### config.mk
export PLATFORM = sky130hd
export DESIGN_NAME = bumpy_state_ctrl
export DESIGN_NICKNAME = d
export VERILOG_FILES = /design/src/rtl/bumpy_state_ctrl.sv
export SDC_FILE = /design/constraint.sdc
export NUM_CORES = 1
export LEC_CHECK = 0
export CORE_AREA = 2 2 79 81
export DETAILED_ROUTE_END_ITERATION = 12
export DIE_AREA = 0 0 81 83
export PLACE_DENSITY_LB_ADDON = 0.12
export SYNTH_ARGS = -nofsm -noshare
export SYNTH_HDL_FRONTEND = slang
export SYNTH_SLANG_ARGS = --single-unit
### constraint.sdc
create_clock -name clk -period 2.5 [get_ports clk]
set_input_delay 0.375 -clock clk [delete_from_list [all_inputs] [get_ports clk]]
set_output_delay 0.375 -clock clk [all_outputs]
set_load 0.01 [all_outputs]
### src/rtl/bumpy_state_ctrl.sv
// Motion-state sequencer for the Bumpy ball: turns keypad levels and collision
// pulses into one motion state per video frame and tracks bounce/death timing and lives.
module bumpy_state_ctrl #(
    parameter int BOUNCE_FRAMES = 8,
    parameter int DIE_FRAMES    = 30,
    parameter int LIVES_INIT    = 3
) (
    input  logic       clk,
    input  logic       resetN,
    input  logic       startOfFrame,
    input  logic       key_up,
    input  logic       key_down,
    input  logic       key_left,
    input  logic       key_right,
    input  logic       col_left,
    input  logic       col_right,
    input  logic       col_top,
    input  logic       col_hazard,
    input  logic       restart,
    output logic [3:0] state,
    output logic [2:0] lives,
    output logic       game_over,
    output logic       die_pulse
);

    localparam int MAX_FRAMES = (BOUNCE_FRAMES > DIE_FRAMES) ? BOUNCE_FRAMES : DIE_FRAMES;
    localparam int CNT_W      = ($clog2(MAX_FRAMES) > 5) ? $clog2(MAX_FRAMES) : 5;

    localparam logic [CNT_W-1:0] BOUNCE_LOAD = CNT_W'(BOUNCE_FRAMES - 1);
    localparam logic [CNT_W-1:0] DIE_LOAD    = CNT_W'(DIE_FRAMES - 1);
    localparam logic [CNT_W-1:0] CNT_ZERO    = '0;
    localparam logic [2:0]       LIVES_LOAD  = 3'(LIVES_INIT);

    localparam logic [3:0] S_RESET       = 4'd0;
    localparam logic [3:0] S_IDLE        = 4'd1;
    localparam logic [3:0] S_LEFT        = 4'd2;
    localparam logic [3:0] S_RIGHT       = 4'd3;
    localparam logic [3:0] S_DOWN        = 4'd4;
    localparam logic [3:0] S_UP          = 4'd5;
    localparam logic [3:0] S_DIE         = 4'd6;
    localparam logic [3:0] S_BOUNCE_LEFT = 4'd7;
    localparam logic [3:0] S_BOUNCE_RIGHT = 4'd8;
    localparam logic [3:0] S_BOUNCE_TOP  = 4'd9;

    logic             pend_left, pend_right, pend_top, pend_hazard;
    logic             hit_left, hit_right, hit_top, hit_hazard;
    logic [CNT_W-1:0] cnt, cnt_next;
    logic [3:0]       state_next;
    logic [2:0]       lives_next;
    logic             game_over_next, die_pulse_next;
    logic             do_restart;

    // A pulse arriving on the frame clock itself counts in that frame.
    assign hit_left   = pend_left   | col_left;
    assign hit_right  = pend_right  | col_right;
    assign hit_top    = pend_top    | col_top;
    assign hit_hazard = pend_hazard | col_hazard;
    assign do_restart = game_over & restart;

    always_comb begin
        state_next     = state;
        cnt_next       = cnt;
        lives_next     = lives;
        game_over_next = game_over;
        die_pulse_next = 1'b0;
        if (do_restart) begin
            state_next     = S_RESET;
            cnt_next       = CNT_ZERO;
            lives_next     = LIVES_LOAD;
            game_over_next = 1'b0;
        end else if (startOfFrame) begin
            case (state)
                S_RESET: begin
                    state_next = S_IDLE;
                    cnt_next   = CNT_ZERO;
                end
                S_IDLE, S_LEFT, S_RIGHT, S_DOWN, S_UP: begin
                    if (hit_hazard)     state_next = S_DIE;
                    else if (hit_top)   state_next = S_BOUNCE_TOP;
                    else if (hit_left)  state_next = S_BOUNCE_LEFT;
                    else if (hit_right) state_next = S_BOUNCE_RIGHT;
                    else if (key_up)    state_next = S_UP;
                    else if (key_down)  state_next = S_DOWN;
                    else if (key_left)  state_next = S_LEFT;
                    else if (key_right) state_next = S_RIGHT;
                    else                state_next = S_IDLE;
                end
                S_BOUNCE_LEFT, S_BOUNCE_RIGHT, S_BOUNCE_TOP: begin
                    // Only a hit on a different side restarts the bounce.
                    if (hit_hazard)                                state_next = S_DIE;
                    else if (hit_top   && state != S_BOUNCE_TOP)   state_next = S_BOUNCE_TOP;
                    else if (hit_left  && state != S_BOUNCE_LEFT)  state_next = S_BOUNCE_LEFT;
                    else if (hit_right && state != S_BOUNCE_RIGHT) state_next = S_BOUNCE_RIGHT;
                    else if (cnt == CNT_ZERO)                      state_next = S_IDLE;
                    else                                           cnt_next   = cnt - 1'b1;
                end
                S_DIE: begin
                    if (cnt != CNT_ZERO)         cnt_next       = cnt - 1'b1;
                    else if (lives != 3'd0)      state_next     = S_RESET;
                    else                         game_over_next = 1'b1;
                end
                default: begin
                    state_next = S_RESET;
                    cnt_next   = CNT_ZERO;
                end
            endcase

            if (state_next != state) begin
                if (state_next == S_DIE) begin
                    cnt_next       = DIE_LOAD;
                    lives_next     = (lives == 3'd0) ? 3'd0 : lives - 3'd1;
                    die_pulse_next = 1'b1;
                end else if (state_next == S_BOUNCE_LEFT || state_next == S_BOUNCE_RIGHT ||
                             state_next == S_BOUNCE_TOP) begin
                    cnt_next = BOUNCE_LOAD;
                end else begin
                    cnt_next = CNT_ZERO;
                end
            end
        end
    end

    always_ff @(posedge clk or negedge resetN) begin
        if (!resetN) begin
            state     <= S_RESET;
            cnt       <= CNT_ZERO;
            lives     <= LIVES_LOAD;
            game_over <= 1'b0;
            die_pulse <= 1'b0;
        end else begin
            state     <= state_next;
            cnt       <= cnt_next;
            lives     <= lives_next;
            game_over <= game_over_next;
            die_pulse <= die_pulse_next;
        end
    end

    // Pending collisions live until the next frame decision or a restart.
    always_ff @(posedge clk or negedge resetN) begin
        if (!resetN) begin
            pend_left   <= 1'b0;
            pend_right  <= 1'b0;
            pend_top    <= 1'b0;
            pend_hazard <= 1'b0;
        end else if (startOfFrame || do_restart) begin
            pend_left   <= 1'b0;
            pend_right  <= 1'b0;
            pend_top    <= 1'b0;
            pend_hazard <= 1'b0;
        end else begin
            pend_left   <= pend_left   | col_left;
            pend_right  <= pend_right  | col_right;
            pend_top    <= pend_top    | col_top;
            pend_hazard <= pend_hazard | col_hazard;
        end
    end

endmodule
Yosys cells after proc, flatten, opt, wreduce, memory -nomap -nowiden. Cells that the tools add are included.

Register bits: 18. Latch bits: 0. Bits in writable memories: 0. ROM bits: 0. Input bits: 12. Output and inout port bits: 9. Logic and storage cells: 112. Memories: 0.

Add/subtract/negate cells: 2. $mul: 0. Div/mod/pow operators: 0. Order comparisons: 0. Equal/unequal tests: 26. Shift-type cells: 0. Mux-type cells: 50. Bitwise logic cells: 5. Reductions and logical operators: 20.

Operator list (number): two-way mux 4 bit (15); two-way mux 5 bit (10); != test 4 bit (second input constant) (8); equality test 4 x 3 -> 1 bit (second input constant) (6); two-way mux 3 bit (8); equality test 4 bit (second input constant) (4); case mux 4 bit (4 select lines) (1); case mux 5 bit (3 select lines) (1); two-way mux 1 bit (13); equality test 4 x 2 -> 1 bit (second input constant) (2); AND reduction 8 bit (1); nonzero test 2 bit (4); logical NOT 5 bit (1); nonzero test 5 bit (1); OR reduction 5 bit (1); subtractor 5 x 1 -> 5 bit (second input constant) (1); equality test 4 x 1 -> 1 bit (second input constant) (1); logical NOT 4 bit (1); two-way mux 2 bit (2); != test 2 bit (second input constant) (2); != test 4 x 3 -> 1 bit (second input constant) (1); != test 4 bit (1); OR 1 bit (4); AND reduction 4 bit (1); other kinds (9) (13).

Longest topological paths before layout.
Word-level depth: 19. Depth in mapped cells: 12. Gate-level depth less buffers: 10.

Worst setup path after synthesis. No wires, ideal clock.

Path type: register -> register. Start: reg cnt[0]. End: reg cnt[4]. Setup time: 0.124 ns. Arrival: 2.616 ns. Data required time: 2.376 ns. Path slack: -0.240 ns. Stages on the path, launching flop included: 13. Buffers on the path: 2. Clock period less this slack: 2.740 ns. Path through: dfrtp_1 inv_1 ha_1 or4b_1 buf_2 a32oi_1 o311ai_1 a32o_1 a31oi_2 a211oi_2 buf_6 a211o_1 a211o_1.

Longest elaborated chain between the ends: 14. Elaborated cells on any way between the ends: 33. Classes of those cells: 1 x add/sub; 9 x eq/ne; 20 x mux; 3 x reduce/logical.

RTL lines: from (decl) (line 47) `logic [CNT_W-1:0] cnt, cnt_next;`; from (signal assigned) (line 132) `cnt <= cnt_next;`; logical NOT 5 bit (line 94) `else if (cnt == CNT_ZERO) state_next = S_IDLE;`; two-way mux 4 bit (line 94); two-way mux 4 bit (line 93) `else if (hit_right && state != S_BOUNCE_RIGHT) state_next = S_BOUNCE_RIGHT;`; two-way mux 4 bit (line 92) `else if (hit_left && state != S_BOUNCE_LEFT) state_next = S_BOUNCE_LEFT;`; two-way mux 4 bit (line 91) `else if (hit_top && state != S_BOUNCE_TOP) state_next = S_BOUNCE_TOP;`; two-way mux 4 bit (line 90) `if (hit_hazard) state_next = S_DIE;`; case mux 4 bit (4 select lines) (line 72) `case (state)`; two-way mux 4 bit (line 71) `end else if (startOfFrame) begin`; two-way mux 4 bit (line 66) `if (do_restart) begin`; equality test 4 x 3 -> 1 bit (line 109) `if (state_next == S_DIE) begin`; two-way mux 5 bit (line 109); two-way mux 5 bit (line 108) `if (state_next != state) begin`; two-way mux 5 bit (line 71); two-way mux 5 bit (line 66).

Several ways; a longest one is shown, not always the timed one. The select of a mux whose other input is x is not followed. A chain may end at the register's enable or synchronous reset.

Worst setup path in the final report.
Start: reg cnt[0]. End: reg lives[1].

Longest elaborated chain between the ends: 12. Elaborated cells on any way between the ends: 16. Classes of those cells: 2 x eq/ne; 9 x mux; 5 x reduce/logical.

RTL lines: logical NOT 5 bit (line 94); two-way mux 4 bit (line 94); two-way mux 4 bit (line 93); two-way mux 4 bit (line 92); two-way mux 4 bit (line 91); two-way mux 4 bit (line 90); case mux 4 bit (4 select lines) * (line 72); two-way mux 4 bit * (line 71); two-way mux 4 bit * (line 66); equality test 4 x 3 -> 1 bit or != test 4 bit (tied branches) (line 109, 108); nonzero test 2 bit (no line); AND reduction 3 bit (no line) *; to (signal assigned) (line 133) `lives <= lives_next;`; to (decl) (line 21) `output logic [2:0] lives,`.

Mark *: on every way between the ends. The rest lies on a longest branch, timed or not. The select of a mux whose other input is x is not followed.

==> summary.md <==
| Metric | Value |
|---|---|
| Status | finished with violations |
| Failing checks | setup timing |
| Setup crit start kind | flop |
| Worst Path Max Fanout | 7 |
| Hold Violations, Final | 0 |
| Max FFs per register | 5 |
| Starting Density | 0.227 |
| Clock Sinks | 18 |
| First drt pass iteration count | 4 |
| Nets | 248 |
| Vias/cell | 4.93 |
| Final setup viols | 9 |
| Asr flop ratio synth | 1.00 |
| Largest net degree at the start of global routing | 19 |
| Worst slew pin tran | 829 ps |
| Worst path required time | 2690 ps |
| Final wirelength | 4420 um |
| CP arrival | 2910 ps |
| Library cells used by synthesis | 56 |
| All-Layer GR Usage | 0.135 |
| First-iteration detailed-routing DRC count | 78 |
| Full die area | 0.00672 mm^2 |
| DRC Markers | 0 |
| Avg Cell Area, Syn | 8.26 um^2 |
| Synth Instances | 160 |
| Flop pwr share | 0.212 |
| Core Footprint | 0.00582 mm^2 |
| Largest Register | cnt |
| Post-synthesis sequential area ratio | 0.343 |
| Core Util, Final | 0.369 |
| Hold Buf Count CTS | 0 |
| Ys flop type | dfrtp_1 |
| H-Tree Depth | 1 |
| Switching power | 0.912 mW |
| Via count | 1,518 |
| Number of synthesized flops with an enable pin | 0 |
| Root buf cell | clkbuf_8 |
| First-pass GRT wire length | 7270 um |
| Slew Limit Fails | 0 |
| Worst setup path category | reg -> reg |
| Site Rows | 28 |
| Global-route met3 utilization | 0.0261 |
| Number of antenna diodes | 0 |
| Count of state elements after synthesis | 18 |
| Layout cell share with drive strength beyond 1 | 0.352 |
| Yosys warns | 0 |
| Min cycle time layout | 2720 ps |
| Pwr Density | 1060 mW/mm^2 |
| Hold Path Class | reg -> reg |
| DP Worst Slack | -550 ps |
| Initial antenna violation count | 0 |
| Port-buffer cells | 20 |
| Boundary pin count | 21 |
| Clk slew on worst S/H paths | 80 ps |
| Chip height | 83 um |
| RSZ-0062 raised after global routing | yes |
| Die W | 81 um |
| Clk_lat worst skew | 260 ps |
| Cell Area, Synth | 0.00132 mm^2 |
| Grt total ovfl | 0 |
| Vias in the first global route | 1,567 |
| Syn nets | 174 |
| Crit end category | flop |
| M2 GR Usage | 0.232 |
| Syn-to-layout area delta | 62.5% |
| Clk_skew | 4.79 ps |
| GRT Max-Usage Layer | met2 |
| Slew HR | 0.445 |
| MaxCap Viol Count | 0 |
| Combinational power share | 0.679 |
| Final Power | 2.28 mW |
| Int Pwr | 1.37 mW |
| Final HPWL DP | 3490 um |
| Clock Tree Buf Depth | 2 |
| Crit share post-route | 1.09 |
| WL/cell | 14.3 um |
| Total negative slack | -1200 ps |
| Antenna viol nets, final | 0 |
| Peak supply drop | 0.373 mV |
| Biggest regs | cnt (5), state (4), lives (3) |
| CTS tree | built |
| Fmax achieved | 367 MHz |
| GP Congestion | 0.819 |
| Number of CTS-inserted buffers | 3 |
| Met1 GRT Util | 0.167 |
| Leak pwr | 0.931 nW |
| Switching share of power | 0.400 |
| Worst setup margin | -223 ps |
| Clock power share | 0.109 |
-- logic make-up (layout without fill, tap and decap cells) --
group	count (synthesis)	in the layout	share of synthesized area
xor gates and xnor gates	1	1	0.00663
and+or+nand+nor	69	69	0.277
DFF	18	18	0.343
buffers and inverters	13	86	0.0464
muxes	1	1	0.00758
AOI/OAI and AO/OA	56	56	0.300
adders and majority gates	2	2	0.0189
-- routing by layer --
layer | routed length, um | share of wire | vias to the layer above
li1 | - | - | 750
met1 | 1960 | 0.44 | 707
met2 | 2120 | 0.48 | 50
met3 | 234 | 0.053 | 11
met4 | 102 | 0.023 | 0
met5 | 0 | 0 | -
-- layout by cell type, fill, tap and decap left out, types with 3 or more instances in the layout --
| cell | count |
|---|---|
| a211o_1 | 7 |
| a211oi_1 | 4 |
| a21oi_1 | 9 |
| and2_1 | 3 |
| buf_4 | 56 |
| clkbuf_8 | 4 |
| clkdlybuf4s50_1 | 20 |
| dfrtp_1 | 16 |
| nand2_1 | 7 |
| nand3_1 | 6 |
| nor2_1 | 29 |
| nor3_1 | 3 |
| o21ai_0 | 8 |
| o21ai_1 | 4 |
-- cell type report --
type,count,area [um^2]
inverter,4,15.0
timing repair buffer,78,643
fill,631,3670
multi-input combinational,129,887
tap,75,93.8
clock buffer,4,55.1
sequential,18,453
-- cell usage after synthesis, types with 2 or more instances --
| cell type | number | area [um^2] |
|---|---|---|
| a211o_1 | 7 | 61.3 |
| a211oi_1 | 4 | 30.0 |
| a21o_1 | 2 | 15.0 |
| a21oi_1 | 10 | 50.1 |
| and2_1 | 3 | 18.8 |
| and4b_1 | 2 | 20.0 |
| buf_2 | 4 | 20.0 |
| clkbuf_1 | 3 | 11.3 |
| dfrtp_1 | 16 | 400 |
| dfstp_2 | 2 | 52.6 |
| ha_1 | 2 | 25.0 |
| inv_1 | 4 | 15.0 |
| nand2_1 | 7 | 26.3 |
| nand3_1 | 6 | 30.0 |
| nor2_1 | 30 | 113 |
| nor3_1 | 3 | 15.0 |
| nor3b_1 | 2 | 15.0 |
| nor4b_1 | 2 | 17.5 |
| o211ai_1 | 2 | 15.0 |
| o21ai_0 | 10 | 50.1 |
| o21ai_1 | 3 | 15.0 |
| o22ai_1 | 2 | 12.5 |
-- final timing paths --
path / to / slack, ps / depth (start not counted) / from
hold / removal: game_over / 520 / 1 / game_over
min in group asynchronous: die_pulse / 590 / 1 / resetN
setup reg to reg: lives[1] / -220 / 10 / cnt[0]
hold reg to reg: game_over / 520 / 1 / game_over
setup / recovery: lives[1] / -220 / 10 / cnt[0]
max in group asynchronous: state[2] / 1400 / 1 / resetN
-- metrics by stage --
step                      instance area [um^2]  std cells  hold WS (ps)
after floorplan                           1350        160          79.4
after global placement                    1960        295           504
after detailed placement                  1960        295           511
after CTS                                 2090        304           520
after global routing                      2150        308           578
final                                     2150        308           516
-- power by group through the flow --
stage	Clock [mW]	Combinational (mW)	Sequential [mW]
floorplan	0	0.654	0.482
global placement	0	1.31	0.486
detailed placement	0	1.30	0.485
CTS	0.251	1.45	0.483
global route	0.262	1.68	0.499
finish	0.249	1.55	0.483
-- critical path, cell delays in order, from the launching register on --
cell	delay, ps
dfrtp_1	400
inv_2	90
ha_4	130
or4b_4	490
a32oi_2	240
o311ai_4	120
a32o_2	280
a31oi_4	170
a211oi_4	90
o31a_1	320
a311o_1	310
-- timing repair --
action                     in CTS  in global routing
setup endpoints to repair       9                  9
buffers inserted                5                  4
gates resized for setup        10                  6
pin swaps                       1                  4
(Power assumes the default switching activity.)
